`src/rtl/pipeline_sequencer.sv`:
```
`default_nettype none
// ============================================================================
//  Module      : pipeline_sequencer
//  Description : Run controller and hazard unit for the 5-stage F/D/E/M/W
//                vector filter pipeline (start, stall, forward, drain, done).
//  Revision    : 1.0  initial release
// ============================================================================
module pipeline_sequencer #(
  parameter int RA_W         = 4,
  parameter int DRAIN_CYCLES = 3,
  parameter int CNT_W        = 32
) (
  input  logic             clk,
  input  logic             rst_n,
  input  logic             start,
  input  logic             haltd,
  input  logic [RA_W-1:0]  ra1d,
  input  logic [RA_W-1:0]  ra2d,
  input  logic [RA_W-1:0]  ra1e,
  input  logic [RA_W-1:0]  ra2e,
  input  logic [RA_W-1:0]  wa3e,
  input  logic [RA_W-1:0]  wa3m,
  input  logic [RA_W-1:0]  wa3w,
  input  logic             memtorege,
  input  logic             regwritem,
  input  logic             regwritew,
  output logic             en1,
  output logic             en2,
  output logic             clr1,
  output logic             clr2,
  output logic             pcclr,
  output logic [1:0]       forwardae,
  output logic [1:0]       forwardbe,
  output logic             busy,
  output logic             done,
  output logic [CNT_W-1:0] cyclecount,
  output logic [CNT_W-1:0] stallcount
);

  localparam int                 c_drn_w    = $clog2(DRAIN_CYCLES + 1);
  localparam logic [c_drn_w-1:0] c_drn_load = c_drn_w'(DRAIN_CYCLES);

  typedef enum logic [1:0] {
    S_IDLE  = 2'd0,
    S_RUN   = 2'd1,
    S_DRAIN = 2'd2,
    S_DONE  = 2'd3
  } state_t;

  state_t             r_state;
  state_t             w_state_nxt;
  logic [c_drn_w-1:0] r_drn;
  logic               r_pcclr;
  logic [CNT_W-1:0]   r_cyc;
  logic [CNT_W-1:0]   r_stl;
  logic               w_stall;
  logic               w_launch;

  // M-stage result is younger than W, so it wins when both match
  always_comb begin
    forwardae = 2'b00;
    forwardbe = 2'b00;
    if (regwritem && (wa3m == ra1e))      forwardae = 2'b10;
    else if (regwritew && (wa3w == ra1e)) forwardae = 2'b01;
    if (regwritem && (wa3m == ra2e))      forwardbe = 2'b10;
    else if (regwritew && (wa3w == ra2e)) forwardbe = 2'b01;
  end

  assign w_stall  = memtorege && ((wa3e == ra1d) || (wa3e == ra2d));
  assign w_launch = (r_state == S_IDLE) && start;

  always_comb begin
    w_state_nxt = r_state;
    en1         = 1'b0;
    en2         = 1'b0;
    clr1        = 1'b1;
    clr2        = 1'b1;
    case (r_state)
      S_IDLE: begin
        if (start) w_state_nxt = S_RUN;
      end
      S_RUN: begin
        en1  = ~w_stall;
        en2  = ~w_stall;
        clr1 = 1'b0;
        clr2 = w_stall;
        if (haltd && !w_stall) w_state_nxt = S_DRAIN;
      end
      S_DRAIN: begin
        if (r_drn <= c_drn_w'(1)) w_state_nxt = S_DONE;
      end
      S_DONE:  w_state_nxt = S_IDLE;
      default: w_state_nxt = S_IDLE;
    endcase
  end

  always_ff @(posedge clk or negedge rst_n) begin
    if (!rst_n) begin
      r_state <= S_IDLE;
      r_pcclr <= 1'b0;
      r_drn   <= '0;
    end else begin
      r_state <= w_state_nxt;
      r_pcclr <= w_launch;
      if ((r_state == S_RUN) && (w_state_nxt == S_DRAIN)) begin
        r_drn <= c_drn_load;
      end else if ((r_state == S_DRAIN) && (r_drn != '0)) begin
        r_drn <= r_drn - c_drn_w'(1);
      end
    end
  end

  // Counters saturate and hold through IDLE until the next launch
  always_ff @(posedge clk or negedge rst_n) begin
    if (!rst_n) begin
      r_cyc <= '0;
      r_stl <= '0;
    end else if (w_launch) begin
      r_cyc <= '0;
      r_stl <= '0;
    end else begin
      if (((r_state == S_RUN) || (r_state == S_DRAIN)) && !(&r_cyc)) begin
        r_cyc <= r_cyc + CNT_W'(1);
      end
      if ((r_state == S_RUN) && w_stall && !(&r_stl)) begin
        r_stl <= r_stl + CNT_W'(1);
      end
    end
  end

  assign pcclr      = r_pcclr;
  assign busy       = (r_state == S_RUN) || (r_state == S_DRAIN);
  assign done       = (r_state == S_DONE);
  assign cyclecount = r_cyc;
  assign stallcount = r_stl;

endmodule
`default_nettype wire
```
`config.mk`:
```
export PLATFORM = sky130hd
export DESIGN_NAME = pipeline_sequencer
export DESIGN_NICKNAME = d
export VERILOG_FILES = /design/src/rtl/pipeline_sequencer.sv
export SDC_FILE = /design/constraint.sdc
export NUM_CORES = 1
export LEC_CHECK = 0
export CELL_PAD_IN_SITES_DETAIL_PLACEMENT = 0
export CELL_PAD_IN_SITES_GLOBAL_PLACEMENT = 1
export CORE_UTILIZATION = 40
export DETAILED_ROUTE_END_ITERATION = 12
export PLACE_DENSITY = 0.94
export SYNTH_ARGS = -nofsm -noshare
export SYNTH_HDL_FRONTEND = slang
export SYNTH_SLANG_ARGS = --single-unit
```
`constraint.sdc`:
```
create_clock -name clk -period 5.5 [get_ports clk]
set_input_delay 0.55 -clock clk [delete_from_list [all_inputs] [get_ports clk]]
set_output_delay 0.55 -clock clk [all_outputs]
set_load 0.01 [all_outputs]
```
==> run_results.csv <==
group,metric,value,unit
run_status,status,"complete, no violations",
cts,hold_buffers,0,
critical_path,crit_cells,7,
cts,numCtsBuffers,9,
critical_path,cp_slowest_stage_delay,0.52,ns
route,via_per_inst,5.79,
pwr,leakagePower,2.31,nW
global_route,antenna_found_initial,0,
route,top_layer,"met4",
cts,cts_resized,0,
yosys,synth_top_flop_cell,"dfrtp_1",
critical_path,crit_family,"buffers and inverters",
pwr,combPwrFrac,29.2,%
yosys,syn_nets,525,
critical_path,ff2ff_path_depth,7,
sta,skew,0.0118,ns
cts,clk_path_buf_depth,2,
sta,finalHoldViolCount,0,
global_route,grt_overflow,0,
critical_path,crit_end,"clr2",
yosys,yosysUniqueCellTypes,55,
route,wire_per_inst,16.5,microns
critical_path,start_kind,"input pin",
yosys,synthDominantCellAreaShare,39.0,%
placement,port_buffers,109,
global_route,grt_pass1_vias,4192,
cells_and_area,layout_commonest_cell,"clkdlybuf4s50_1",
flow_run,maxCapViolCount,0,
sta,final_max_slew_viol_count,0,
die,die_width,107,microns
critical_path,path_class,"input pin to output pin",
critical_path,path_cells,"clkdlybuf4s50_1, xor2_1, nor4_4, o21a_1, nor2_1, inv_1, clkdlybuf4s50_1",
yosys,ys_seq_area_share,39.0,%
cells_and_area,final_cell_mix,"clkdlybuf4s50_1, dfrtp_1, nand2_1",
die,rows,38,
cells_and_area,drive_gt1_share,6.80,%
pwr,p_seq_share,39.1,%
global_route,grt_pass1_wl,19900,microns
yosys,synth-async-reset-ratio,100,%
cts,postCtsSetupBuffers,0,
placement,dp.final_hpwl,8570,microns
sta,fin_crit,3.15,ns
cells_and_area,area_growth,31.6,%
pwr,p_switching,0.000481,W
sta,timing.fmax,0.317,GHz
yosys,synthesis.area,4430,sq um
route,drtIter0Drc,220,
cts,cts-root-buf,"clkbuf_8",
critical_path,critPathLaunch,"wa3e[3]",
critical_path,crit_top_cell,"clkdlybuf4s50_1",
worst_hold_path,hp-class,"input pin to asynchronous set/reset pin",
global_route,grt_max_degree,70,
die,core-area,10800,sq um
route,wl_met1,5250,microns
die,die_area,11500,sq um
yosys,synth_seq_cells,69,
cells_and_area,antennaDiodeCount,0,
critical_path,critPathCaptureType,"output pin",
route,dr_wl_met3,620,microns
cts,clkSinkCount,69,
yosys,synth_edf_count,0,
die,initial_core_util,41.0,%
critical_path,reg2reg_to,"stallcount[23]",
cells_and_area,fill_cells,1002,
die,boundaryPins,110,
route,drc,0,
critical_path,critPathSlowestCell,"clkdlybuf4s50_1",
critical_path,worst-path-buf-inv,3,
critical_path,crit_arrival,2.60,ns
sta,setup_violations,0,
sta,tightestPinTransition,0.949,ns
route,postRouteAntennaNets,0,
die,fp.dieH,107,microns
route,vias,4216,
critical_path,regToRegSetupSlack,2.72,ns
global_route,grt.total_usage,21.7,%
yosys,yosysTopAreaCell,"dfrtp_1",
yosys,synth-warning-count,0,
placement,place_congestion,0.860,
pwr,p_clk_share,31.7,%
route,wl_met2,5950,microns
pwr,power,0.00145,W
pwr,power_per_cell_area,249,nW/um^2
pwr,swShare,33.2,%
pwr,peakVddDrop,0.144,mV
yosys,syn_avg_cell_area,9.20,sq um
critical_path,crit_fanout,6,
sta,timing.final.crit_share,57.3,%
sta,slew_headroom,36.6,%
cells_and_area,final_nets,627,
cts,clock_latency,0.35,ns
cts,htree_levels,3,
yosys,synthTopCellsByArea,"dfrtp_1, xor2_1, a21oi_1",
cells_and_area,utilization,54.0,%
yosys,syn_inst,481,
pwr,p_int,0.000969,W
critical_path,required,4.95,ns
route,first_pass_iters,5,
sta,rsz0062_at_grt,"no",
cts,clk_pin_slew,0.08,ns
sta,fin_tns_setup,0,ns
critical_path,r2r-start,"r_state[1]",
cts,cts_tree,"yes",
route,drt-total-wl,12000,microns
## metrics by stage
| step | worst slack, ns | cell area [sq um] | std cells | hold WS (ns) |
|---|---|---|---|---|
| 2_1_floorplan | 3.33 | 4430 | 481 | 0.254 |
| 3_3_place_gp | 2.38 | 5610 | 712 | 0.514 |
| 3_5_place_dp | 2.34 | 5610 | 712 | 0.557 |
| 4_1_cts | 2.32 | 5830 | 728 | 0.441 |
| 5_1_grt | 2.19 | 5830 | 728 | 0.487 |
| 6_report | 2.35 | 5830 | 728 | 0.386 |
## worst min path at each step
stage	from	to	cells past startpoint
2_1_floorplan	rst_n	cyclecount[0]	0
3_3_place_gp	r_drn[1]	r_drn[1]	2
3_5_place_dp	stallcount[27]	stallcount[27]	2
4_1_cts	rst_n	stallcount[19]	2
5_1_grt	rst_n	stallcount[19]	2
6_report	rst_n	stallcount[21]	2
## cell usage after synthesis, types with 4 or more instances
cell type and count:
dfrtp_1 69, nand2_1 42, a21oi_1 34, nor2_1 29
xor2_1 29, nand3_1 25, nand4_1 24, or3_1 20
o21ai_0 19, or4_1 15, clkbuf_1 11, inv_1 11
mux2i_1 11, o31ai_1 11, xnor2_1 11, nand2b_1 10
nor4_1 10, and3_1 9, ha_1 9, nor3_1 8
buf_2 7, and4_1 6, o211ai_1 6, o21a_1 5
nor4_2 4
## registers in the layout, indices dropped and copies added (netlist names)
signal / flops
r_drn: 2
r_state: 2
stallcount: 32
pcclr: 1
cyclecount: 32
## final cells by class
cell class | count | area (sq um) | share of cell area (%)
sequential | 69 | 1730 | 29.6
inverter | 11 | 41.3 | 0.709
tap | 140 | 175 | 3.01
multi-input combinational | 380 | 2560 | 43.9
clock inverter | 6 | 87.6 | 1.50
timing repair buffer | 112 | 1110 | 19.0
clock buffer | 10 | 128 | 2.19
## power groups by stage
stage,sequential (W),clock (W),combinational [W]
3_5_place_dp,0.000576,0,0.000425
4_1_cts,0.000567,0.000470,0.000427
3_3_place_gp,0.000573,0,0.000406
6_report,0.000567,0.000459,0.000423
2_1_floorplan,0.000575,0,0.000248
5_1_grt,0.000571,0.000490,0.000468
## kinds of logic (layout without fill, tap and decap cells)
group / after synthesis / after routing / share of synthesized area [%]
AOI/OAI and AO/OA: 103 / 103 / 15.7
muxes: 11 / 11 / 2.49
adders and majority gates: 9 / 9 / 2.54
buffers and inverters: 32 / 139 / 3.19
DFF: 69 / 69 / 39.0
and+or+nand+nor: 217 / 217 / 29.1
xor gates and xnor gates: 40 / 40 / 7.91
## per-layer routing
| layer | vias to the layer above | GRT usage (%) |
|---|---|---|
| met4 | 0 | 5.68 |
| met2 | 118 | 37.6 |
| met5 | - | 0 |
| met1 | 2071 | 27.3 |
| li1 | 2012 | - |
| met3 | 15 | 4.44 |
No activity file was read; power rests on OpenSTA's default activity.
